$ cat src/rtl/fifo_arb_pkg.sv
// Shared types and width helpers for the FIFO write-side arbiter.
package fifo_arb_pkg;

  typedef enum logic [1:0] {
    IDLE,
    BURST,
    HOLD
  } arb_state_t;

  // Index width for NUM_REQ requesters; never narrower than one bit.
  function automatic int unsigned req_idx_w(input int unsigned num_req);
    return (num_req > 1) ? $clog2(num_req) : 1;
  endfunction

  // Beat counter must hold BURST_LEN itself, hence the extra bit.
  function automatic int unsigned beat_w(input int unsigned burst_len);
    return $clog2(burst_len) + 1;
  endfunction

endpackage

$ cat src/rtl/rr_select.sv
// Combinational round-robin search: first set bit of req_i starting at ptr_i, wrapping.
module rr_select #(
  parameter int unsigned NumReq = 4,
  parameter int unsigned IdxW   = 2
) (
  input  logic [NumReq-1:0] req_i,
  input  logic [IdxW-1:0]   ptr_i,
  output logic [IdxW-1:0]   idx_o,
  output logic              found_o
);

  always_comb begin
    int unsigned pos;
    logic [IdxW-1:0] pos_idx;
    idx_o   = '0;
    found_o = 1'b0;
    pos     = 0;
    pos_idx = '0;
    for (int unsigned k = 0; k < NumReq; k++) begin
      pos     = (32'(ptr_i) + k) % NumReq;
      pos_idx = IdxW'(pos);
      if (!found_o && req_i[pos_idx]) begin
        idx_o   = pos_idx;
        found_o = 1'b1;
      end
    end
  end

endmodule

$ cat src/rtl/fifo_write_arbiter.sv
// Round-robin burst arbiter sharing one FIFO write port between NUM_REQ requesters.
// Define FIFO_ARB_PRIORITY_EN to give requester 0 absolute priority at arbitration.
module fifo_write_arbiter
  import fifo_arb_pkg::*;
#(
  parameter int unsigned SIZE      = 8,
  parameter int unsigned NUM_REQ   = 4,
  parameter int unsigned BURST_LEN = 4
) (
  input  logic                    clock,
  input  logic                    reset_n,
  input  logic [NUM_REQ-1:0]      request,
  input  logic [NUM_REQ*SIZE-1:0] req_data,
  input  logic                    full_flag,
  input  logic                    almost_full_flag,
  output logic [NUM_REQ-1:0]      accept,
  output logic [NUM_REQ-1:0]      grant,
  output logic                    valid_write,
  output logic [SIZE-1:0]         write_data,
  output logic                    busy
);

  localparam int unsigned ReqIdxW = req_idx_w(NUM_REQ);
  localparam int unsigned BeatW   = beat_w(BURST_LEN);

  arb_state_t         state_q, state_d;
  logic [NUM_REQ-1:0] grant_q, grant_d;
  logic [ReqIdxW-1:0] owner_q, owner_d;
  logic [ReqIdxW-1:0] rr_ptr_q, rr_ptr_d;
  logic [BeatW-1:0]   beat_q, beat_d;
  logic               valid_q, valid_d;
  logic [SIZE-1:0]    wdata_q, wdata_d;

  logic [NUM_REQ-1:0] scan_req;
  logic [ReqIdxW-1:0] sel_idx;
  logic               sel_found;
  logic               pick_zero;
  logic [ReqIdxW-1:0] next_ptr;
  logic [ReqIdxW-1:0] end_ptr;
  logic               can_write;
  logic               owner_req;
  logic               last_beat;
  logic [SIZE-1:0]    owner_word;

  // The registered write already in flight may consume the last free slot.
  assign can_write  = !full_flag && !(almost_full_flag && valid_q);
  assign owner_req  = request[owner_q];
  assign owner_word = req_data[32'(owner_q)*SIZE +: SIZE];
  assign last_beat  = (beat_q == BeatW'(BURST_LEN - 1));
  assign next_ptr   = (32'(owner_q) == NUM_REQ - 1) ? '0 : owner_q + 1'b1;

`ifdef FIFO_ARB_PRIORITY_EN
  assign scan_req  = {request[NUM_REQ-1:1], 1'b0};
  assign pick_zero = request[0];
  assign end_ptr   = (owner_q == '0) ? rr_ptr_q : next_ptr;
`else
  assign scan_req  = request;
  assign pick_zero = 1'b0;
  assign end_ptr   = next_ptr;
`endif

  rr_select #(
    .NumReq(NUM_REQ),
    .IdxW  (ReqIdxW)
  ) u_rr_select (
    .req_i  (scan_req),
    .ptr_i  (rr_ptr_q),
    .idx_o  (sel_idx),
    .found_o(sel_found)
  );

  always_comb begin
    state_d  = state_q;
    grant_d  = grant_q;
    owner_d  = owner_q;
    rr_ptr_d = rr_ptr_q;
    beat_d   = beat_q;
    valid_d  = 1'b0;
    wdata_d  = wdata_q;
    accept   = '0;

    unique case (state_q)
      IDLE: begin
        if (pick_zero) begin
          owner_d = '0;
          grant_d = NUM_REQ'(1);
          beat_d  = '0;
          state_d = BURST;
        end else if (sel_found) begin
          owner_d = sel_idx;
          grant_d = NUM_REQ'(1) << sel_idx;
          beat_d  = '0;
          state_d = BURST;
        end
      end

      BURST: begin
        if (owner_req && can_write) begin
          accept  = grant_q;
          wdata_d = owner_word;
          valid_d = 1'b1;
          beat_d  = beat_q + 1'b1;
          if (last_beat) begin
            rr_ptr_d = end_ptr;
            grant_d  = '0;
            state_d  = IDLE;
          end
        end else if (!owner_req) begin
          rr_ptr_d = end_ptr;
          grant_d  = '0;
          state_d  = IDLE;
        end else begin
          state_d = HOLD;
        end
      end

      HOLD: begin
        if (!owner_req) begin
          rr_ptr_d = end_ptr;
          grant_d  = '0;
          state_d  = IDLE;
        end else if (can_write) begin
          state_d = BURST;
        end
      end

      default: begin
        grant_d = '0;
        state_d = IDLE;
      end
    endcase
  end

  always_ff @(posedge clock or negedge reset_n) begin
    if (!reset_n) begin
      state_q  <= IDLE;
      grant_q  <= '0;
      owner_q  <= '0;
      rr_ptr_q <= '0;
      beat_q   <= '0;
      valid_q  <= 1'b0;
      wdata_q  <= '0;
    end else begin
      state_q  <= state_d;
      grant_q  <= grant_d;
      owner_q  <= owner_d;
      rr_ptr_q <= rr_ptr_d;
      beat_q   <= beat_d;
      valid_q  <= valid_d;
      wdata_q  <= wdata_d;
    end
  end

  assign grant       = grant_q;
  assign valid_write = valid_q;
  assign write_data  = wdata_q;
  assign busy        = (state_q != IDLE);

endmodule

$ cat config.mk
export PLATFORM = sky130hd
export DESIGN_NAME = fifo_write_arbiter
export DESIGN_NICKNAME = d
export VERILOG_FILES = /design/src/rtl/fifo_arb_pkg.sv /design/src/rtl/rr_select.sv /design/src/rtl/fifo_write_arbiter.sv
export SDC_FILE = /design/constraint.sdc
export NUM_CORES = 1
export LEC_CHECK = 0
export CORE_UTILIZATION = 42
export CTS_CLUSTER_SIZE = 16
export DETAILED_ROUTE_END_ITERATION = 7
export PLACE_DENSITY = 0.81
export SLEW_MARGIN = 20
export SYNTH_ARGS = -nofsm -noshare
export SYNTH_HDL_FRONTEND = slang
export SYNTH_SLANG_ARGS = --single-unit
$ cat constraint.sdc
create_clock -name clock -period 2.7 [get_ports clock]
set_input_delay 0.675 -clock clock [delete_from_list [all_inputs] [get_ports clock]]
set_output_delay 0.675 -clock clock [all_outputs]
set_load 0.02 [all_outputs]
# == Yosys cells after proc, flatten, opt, wreduce, memory -nomap -nowiden ==
# Index checks and enable logic that the tools add are counted.
# word_totals
wordCells,90
reg_bits,22
# op_classes
n_reduce_logical,21
muxes,42
eq_ne,8
n_addsub,5
n_shift,2
n_lt_le_gt_ge,5
# op_table
operator,count
32-bit by 6-bit indexed part select with 8-bit output,1
2-bit two-way mux,14
4-bit two-way mux,6
"2-bit by 3-bit < comparator with 1-bit output, second input constant",5
4-bit one-hot mux with 3 select lines,1
1-bit two-way mux,11
1-bit binary-select mux with 2-bit select,5
2-bit AND reduction,4
1-bit logical AND,6
3-bit two-way mux,2
"3-bit inequality test, second input constant",2
2-bit one-hot mux with 3 select lines,1
3-bit one-hot mux with 2 select lines,1
3-bit AND reduction,2
2-bit nonzero test,3
1-bit logical NOT,5
"2-bit by 1-bit adder with 2-bit output, second input constant",2
"2-bit adder, second input constant",2
"2-bit equality test, second input constant",2
"2-bit inequality test, second input constant",2
2-bit one-hot mux with 2 select lines,1
"1-bit by 2-bit << shifter with 4-bit output, first input constant",1
"3-bit by 1-bit adder with 3-bit output, second input constant",1
"3-bit by 2-bit equality test with 1-bit output, second input constant",1
other kinds (2),2

# == Logic depth before layout (Yosys ltp) ==
# Gate-level depths: netlist of the first run.
# logic_depth
word_depth,15
mapped_depth,6
mapped_depth_nobuf,6

# == Cells and area by module ==
# From an unflattened synthesis of the first run, not the netlist that was laid out.
# unflattened
hier_cells,112
area_unflattened_um2,1350.0
# by_module_without_submodules
mod,seq_area_each_um2,cells_each,area_per_inst_um2,n_inst
fifo_write_arbiter,550.5,97,1272.5,1
rr_select,0.0,15,77.6,1

# == Least setup slack after synthesis of the first run ==
# OpenSTA, ideal clock, no wires.
# synth_path
path_kind,input port to output port
startpoint,in request[3]
endpoint,out accept[0]
t_arrival_ns,1.759
path_buffers,1
cell_stages,5
t_required_ns,2.025
path_slack_ns,0.266
cell_sequence,mux4_2 -> nand3b_4 -> buf_6 -> inv_2 -> and2_1
# synth_between
elab_chain_cells,5
# synth_lines
item,line_no,text
from (decl),fifo_write_arbiter.sv:12,"input logic [NUM_REQ-1:0] request,"
1-bit binary-select mux with 2-bit select,fifo_write_arbiter.sv:47,assign owner_req = request[owner_q];
1-bit two-way mux (not written as such),fifo_write_arbiter.sv:47,
1-bit logical AND,fifo_write_arbiter.sv:98,if (owner_req && can_write) begin
4-bit two-way mux,fifo_write_arbiter.sv:98,
4-bit two-way mux,fifo_write_arbiter.sv:82,unique case (state_q)
to (decl),fifo_write_arbiter.sv:16,"output logic [NUM_REQ-1:0] accept,"
# Every way passes these cells. The select of a mux whose other input is x is not followed.

# == Worst setup path in the final report of the first run ==
# layout_path
startpoint,in request[3]
endpoint,out accept[2]
# Same word-level chain as after synthesis.

==> flow_summary.json, run 1 <==
{
  "run_status": "finished, final reports clean",
  "layout_min_cycle_time_ns": 2.57,
  "cts_buffer_depth": 2,
  "share_of_cells_above_drive_strength_1_pct": 22.2,
  "count_of_flip_flops_with_a_built_in_enable_after_synthesis": 0,
  "power_density_nw_per_um2": 965,
  "die_y_um": 59.1,
  "design.portCount": 58,
  "worstReg2RegEnd": "grant[1]",
  "syn_to_final_growth_pct": 53.6,
  "route.final.wire_length_um": 3550,
  "clock_skew_ns": 0.00405,
  "numPortBuffers": 57,
  "netlist-cell-type-count": 41,
  "synth.cell_area_um2": 1370,
  "drt_iter0_drc": 25,
  "timing.hold.worst.class": "flip-flop to flip-flop",
  "vdd_ir_drop_max_mv": 0.601,
  "numCtsBuffers": 3,
  "vias": 1261,
  "fillers": 245,
  "synth_top_cells_by_area": "sky130_fd_sc_hd__dfrtp_1, sky130_fd_sc_hd__mux4_2, sky130_fd_sc_hd__mux2_2",
  "fin_worst_hold_slack_ns": 0.509,
  "area_of_the_die_um2": 3500,
  "wire_per_inst_um": 15.2,
  "root_buffer": "sky130_fd_sc_hd__clkbuf_4",
  "timing.critical_path.required_ns": 2.03,
  "globalRouteOverflowTotal": 0,
  "final_core_util_pct": 68.4,
  "fp.dieW_um": 59.1,
  "tritoncts": "done",
  "setup.worst_path.start_class": "input pin",
  "regToRegStartpoint": "owner_q[1]",
  "timing.max_cap.violations": 0,
  "synthTopCellsByCount": "sky130_fd_sc_hd__dfrtp_1, sky130_fd_sc_hd__mux4_2, sky130_fd_sc_hd__inv_1",
  "timing.reg2reg.worst_path_depth": 5,
  "core_um2": 3080,
  "cts_hold_repair.buffers": 0,
  "first_global_vias": 1253,
  "synth_seq_cells": 22,
  "static-leakage-power_nw": 0.909,
  "grt_max_degree": 23,
  "clock_latency_ns": 0.31,
  "ant_nets": 0,
  "syn_inst_count": 121,
  "start_util_pct": 44.6,
  "cts_sinks": 22,
  "async_reset_ff_share_pct": 100,
  "report.final.setup_viol": 0,
  "layout.nets": 233,
  "synth_flop_cell": "sky130_fd_sc_hd__dfrtp_1",
  "diodes": 0,
  "gp_congestion": 0.845,
  "post-route-cell-area_um2": 2110,
  "placement.cell_area_um2": 2060,
  "endpoint_kind": "output port",
  "holdPathStages": 1,
  "grt_antenna_before_repair": 0,
  "detailed_place_hpwl_um": 2830,
  "regToRegSetupSlack_ns": 0.88,
  "cts.clk_slew.worst_paths_ns": 0.12,
  "fmaxAchievable_ghz": 0.389,
  "syn-mean-instance-area_um2": 11.3,
  "cts_htree_levels": 1,
  "unrepaired_setup_endpoints_after_global_routing": "no",
  "synthDominantAreaCellType": "sky130_fd_sc_hd__dfrtp_1",
  "final_hold_viol_count": 0,
  "maximum_fanout_along_the_worst_path": 5,
  "groute.usage.overall_pct": 21.4,
  "yosysSeqAreaShare_pct": 40.1,
  "drc": 0,
  "min_delay_worst_endpoint": "write_data[6]",
  "yosysWarningCount": 0,
  "first_pass_grt_wire_length_um": 5460,
  "placementRows": 20,
  "maxSlewHeadroom_pct": 74.3,
  "worst-slew-pin-transition_ns": 0.382,
  "drt_pass1_iterations": 4,
  "crit_type": "input pin to output port",
  "post_drt_via_cell_ratio": 5.41,
  "setup_ws_ns": 0.127,
  "yosys.cell_count.top_type": "sky130_fd_sc_hd__dfrtp_1",
  "cp_data_arrival_time_ns": 1.90,
  "hold_path_startpoint": "write_data[6]",
  "detailedPlace.worstSlack_ns": -0.474,
  "final-max-slew-violation-count": 0,
  "nets_in_the_synthesized_netlist": 164,
  "fin_crit_sh_pct": 95.3,
  "synth.top_cell.area_share_pct": 40.1
}
-- placed cells by master (no fill, tap or decap), types with 3 or more instances in the layout --
cell type	netlist	routed
sky130_fd_sc_hd__a31oi_1	3	3
sky130_fd_sc_hd__buf_6	1	4
sky130_fd_sc_hd__mux4_2	9	9
sky130_fd_sc_hd__nand3_1	3	3
sky130_fd_sc_hd__mux2_1	3	3
sky130_fd_sc_hd__dlygate4sd2_1	0	4
sky130_fd_sc_hd__ha_1	3	3
sky130_fd_sc_hd__o21ai_0	5	5
sky130_fd_sc_hd__a21o_1	3	3
sky130_fd_sc_hd__mux2_2	6	6
sky130_fd_sc_hd__clkdlybuf4s50_1	0	49
sky130_fd_sc_hd__and2_4	0	3
sky130_fd_sc_hd__inv_1	8	8
sky130_fd_sc_hd__clkbuf_4	0	3
sky130_fd_sc_hd__nor2_1	5	5
sky130_fd_sc_hd__a21oi_1	3	3
sky130_fd_sc_hd__buf_4	1	13
sky130_fd_sc_hd__nand2b_1	6	6
sky130_fd_sc_hd__nand2_1	4	4
sky130_fd_sc_hd__dfrtp_1	22	22
-- layout make-up --
class	instances	area (um2)	share of cell area (%)
clock buffer	4	36.3	1.72
tap	44	55.1	2.61
sequential	22	551	26.1
inverter	9	36.3	1.72
timing repair buffer	70	668	31.7
multi-input combinational	84	759	36.1
-- layer usage --
layer / track usage, % / vias to the layer above / wire length [um]
li1: - / 589 / -
met1: 21.9 / 629 / 1330
met2: 43.2 / 39 / 2030
met3: 4.80 / 4 / 167
met4: 4.76 / 0 / 28
met5: 0 / - / 0
-- kinds of logic after synthesis --
| kind of cell | after synthesis | share of synthesized area [%] |
|---|---|---|
| buffers and inverters | 15 | 5.02 |
| flip-flops | 22 | 40.1 |
| AO/OA/AOI/OAI | 33 | 17.0 |
| AND/OR/NAND/NOR | 29 | 12.3 |
| multiplexers | 18 | 22.2 |
| adder cells (fa/ha/maj) | 3 | 2.74 |
| XOR/XNOR | 1 | 0.639 |
-- registers in the layout, indices dropped and copies added (netlist names) --
| register | flops |
|---|---|
| state_q | 2 |
| rr_ptr_q | 2 |
| owner_q | 2 |
| beat_q | 3 |
| valid_write | 1 |
| grant | 4 |
| write_data | 8 |
-- worst max-delay path by stage --
stage | endpoint | slack (ns) | cells past startpoint | from
after floorplan | accept[0] | 0.27 | 5 | request[3]
after global placement | accept[3] | -0.41 | 6 | request[3]
after detailed placement | accept[1] | -0.47 | 6 | request[3]
after CTS | accept[2] | 0.13 | 6 | request[3]
after global routing | accept[2] | 0.09 | 6 | request[3]
final | accept[2] | 0.13 | 6 | request[3]
-- power by group --
group / internal [mW] / total (mW) / switching (mW) / leakage, nW
Sequential: 0.477 / 0.586 / 0.109 / 0.277
Combinational: 0.652 / 1.26 / 0.608 / 0.611
Clock: 0.0825 / 0.185 / 0.103 / 0.0210
Total: 1.21 / 2.03 / 0.820 / 0.909
-- worst max-delay path: stages --
cell	delay [ns]
sky130_fd_sc_hd__dlygate4sd2_1	0.26
sky130_fd_sc_hd__mux4_2	0.52
sky130_fd_sc_hd__nand3b_4	0.11
sky130_fd_sc_hd__inv_4	0.05
sky130_fd_sc_hd__and2_1	0.16
sky130_fd_sc_hd__buf_6	0.13
-- timing repair --
item | 4_1_cts | 5_1_grt
buffers inserted | 0 | 0
setup endpoints to repair | 4 | 0
resized for setup | 32 | 0
-- through the flow --
| step | std cells | setup TNS [ns] | total power, mW |
|---|---|---|---|
| floorplan | 121 | 0 | 1.37 |
| global placement | 229 | -1.62 | 1.80 |
| detailed placement | 229 | -1.86 | 1.85 |
| CTS | 233 | 0 | 2.04 |
| global route | 233 | 0 | 2.17 |
| finish | 233 | 0 | 2.03 |
No activity file was read; power rests on OpenSTA's default activity.
==> inputs of run 2 (changes only) <==
CAP_MARGIN = 20   (was unset)
CORE_UTILIZATION = 45   (was 42)
PLACE_DENSITY = 0.86   (was 0.81)
clock period = 3.2 ns   (was 2.7 ns; I/O delays follow)
==> flow_summary.json, run 2 (same netlist as run 1, synthesis figures left out) <==
{
  "clkPwrFrac_pct": 9.1,
  "cts_buffer_depth": 2,
  "number_of_flip_flops_in_the_largest_register": 8,
  "route.final.wire_length_um": 3590,
  "drt_iter0_drc": 53,
  "die_y_um": 57.2,
  "internal_power_mw": 1.00,
  "first_global_vias": 1328,
  "maxSlewHeadroom_pct": 56.2,
  "setup.worst_path.start_class": "input pin",
  "timing.critical_path.slowest_cell_delay_ns": 0.52,
  "run_status": "finished with violations",
  "final_core_util_pct": 72.5,
  "power_switching_mw": 0.689,
  "syn_to_final_growth_pct": 49.6,
  "fmaxAchievable_ghz": 0.318,
  "power_density_nw_per_um2": 825,
  "power_frac_comb_pct": 59.8,
  "setup_ws_ns": 0.0583,
  "drt_pass1_iterations": 6,
  "groute.usage.overall_pct": 24.0,
  "maximum_fanout_along_the_worst_path": 5,
  "cts.clk_slew.worst_paths_ns": 0.12,
  "final_hold_viol_count": 0,
  "cts_sinks": 22,
  "layout.nets": 230,
  "cp_data_arrival_time_ns": 2.34,
  "design.portCount": 58,
  "fin_crit_sh_pct": 98.2,
  "regToRegSetupSlack_ns": 1.37,
  "vdd_ir_drop_max_mv": 0.477,
  "grt_util_met3_pct": 5.44,
  "cts_hold_repair.buffers": 0,
  "clock_skew_ns": 0.00202,
  "ant_nets": 0,
  "failed_checks": "DRC",
  "timing.critical_path.required_ns": 2.40,
  "most-common-layout-cells": "sky130_fd_sc_hd__clkdlybuf4s50_1, sky130_fd_sc_hd__dfrtp_1, sky130_fd_sc_hd__buf_4",
  "fp.dieW_um": 57.2,
  "busiest_layer": "met2",
  "report.final.setup_viol": 0,
  "unrepaired_setup_endpoints_after_global_routing": "no",
  "area_of_the_die_um2": 3270,
  "diodes": 0,
  "timing.max_cap.violations": 0,
  "crit_type": "input pin to output port",
  "vias": 1259,
  "layout_min_cycle_time_ns": 3.14,
  "tritoncts": "done",
  "numCtsBuffers": 3,
  "post_drt_via_cell_ratio": 5.80,
  "switching_share_pct": 40.7,
  "timing.hold.worst.class": "flip-flop to flip-flop",
  "groute.layer.met2.usage_pct": 40.3,
  "cts_htree_levels": 1,
  "detailedPlace.worstSlack_ns": -0.205,
  "final-max-slew-violation-count": 0,
  "share_of_cells_above_drive_strength_1_pct": 17.7,
  "use_met1_pct": 30.0,
  "first_pass_grt_wire_length_um": 5950,
  "detailed_place_hpwl_um": 2770,
  "root_buffer": "sky130_fd_sc_hd__clkbuf_4",
  "power.sequential.fraction_pct": 31.1,
  "clock_latency_ns": 0.31,
  "crit_chain": "clkdlybuf4s50_1 > mux4_2 > nand3b_4 > inv_2 > and2_1 > clkdlybuf4s15_1",
  "placementRows": 19,
  "drc": 4,
  "numPortBuffers": 57,
  "gp_congestion": 0.816,
  "critical_path.slowest_cell": "sky130_fd_sc_hd__mux4_2",
  "cts.repair_timing.setup_buffer_count": 0,
  "core_um2": 2830,
  "globalRouteOverflowTotal": 0,
  "commonest_non_fill_non_tap_cell_in_the_layout": "sky130_fd_sc_hd__clkdlybuf4s50_1",
  "grt_max_degree": 23,
  "grt_antenna_before_repair": 0,
  "worst-slew-pin-transition_ns": 0.651,
  "static-leakage-power_nw": 0.878,
  "wire_per_inst_um": 16.6,
  "start_util_pct": 48.5,
  "endpoint_kind": "output port"
}
[run 2: cell types whose count changed in the layout (fill, tap and decap cells not counted), sizes merged]
cell / before / now
buf: 17 / 10
clkdlybuf4s50: 49 / 53
dlygate4sd2: 4 / 0
clkdlybuf4s15: 0 / 3
clkbuf: 4 / 5
[run 2: routing by layer]
layer	share of wire, %	routed length [um]
met3	4.7	168
met1	40	1440
met2	52	1880
met4	3.0	109
met5	0	0
[run 2: final cells by class]
type,instances,area (um2)
clock buffer,4,36.3
fill,223,777
inverter,9,33.8
multi-input combinational,84,752
sequential,22,551
tap,31,38.8
timing repair buffer,67,641
[run 2: critical path, delay by kind of cell]
family / cells / cell delay, ns
buf+inv: 3 / 0.76
mux: 1 / 0.52
simple gates: 2 / 0.26
[run 2: power groups by stage]
stage	clock network, mW	registers (mW)	logic (mW)
floorplan	0	0.574	0.580
global placement	0	0.519	0.975
detailed placement	0	0.529	1.01
CTS	0.161	0.523	1.02
global route	0.171	0.546	1.10
finish	0.154	0.525	1.01
[run 2: path summary, 6_finish.rpt]
kind	end	depth (start not counted)	start
max in group asynchronous	rr_ptr_q[1]	2	reset_n
worst max register to register	grant[0]	5	owner_q[1]
worst min-delay path	write_data[6]	1	write_data[6]
min in group asynchronous	grant[2]	2	reset_n
worst max-delay path	accept[3]	6	request[0]
worst min register to register	write_data[6]	1	write_data[6]
[run 2: what timing repair did]
action / in CTS / in global routing
gates resized for setup: 4 / 5
hold endpoints to repair: 0 / 0
endpoints found under the setup margin: 4 / 4
[run 2: through the flow]
step                      hold slack, ns  setup TNS [ns]  instance area (um2)  instances  total power [mW]
final                              0.511               0                 2050        217              1.69
after global routing               0.536               0                 2050        217              1.81
after CTS                          0.521               0                 2050        217              1.70
after detailed placement           0.492          -0.757                 2020        213              1.54
after global placement             0.483          -0.613                 2020        213              1.49
after floorplan                    0.463               0                 1370        121              1.15
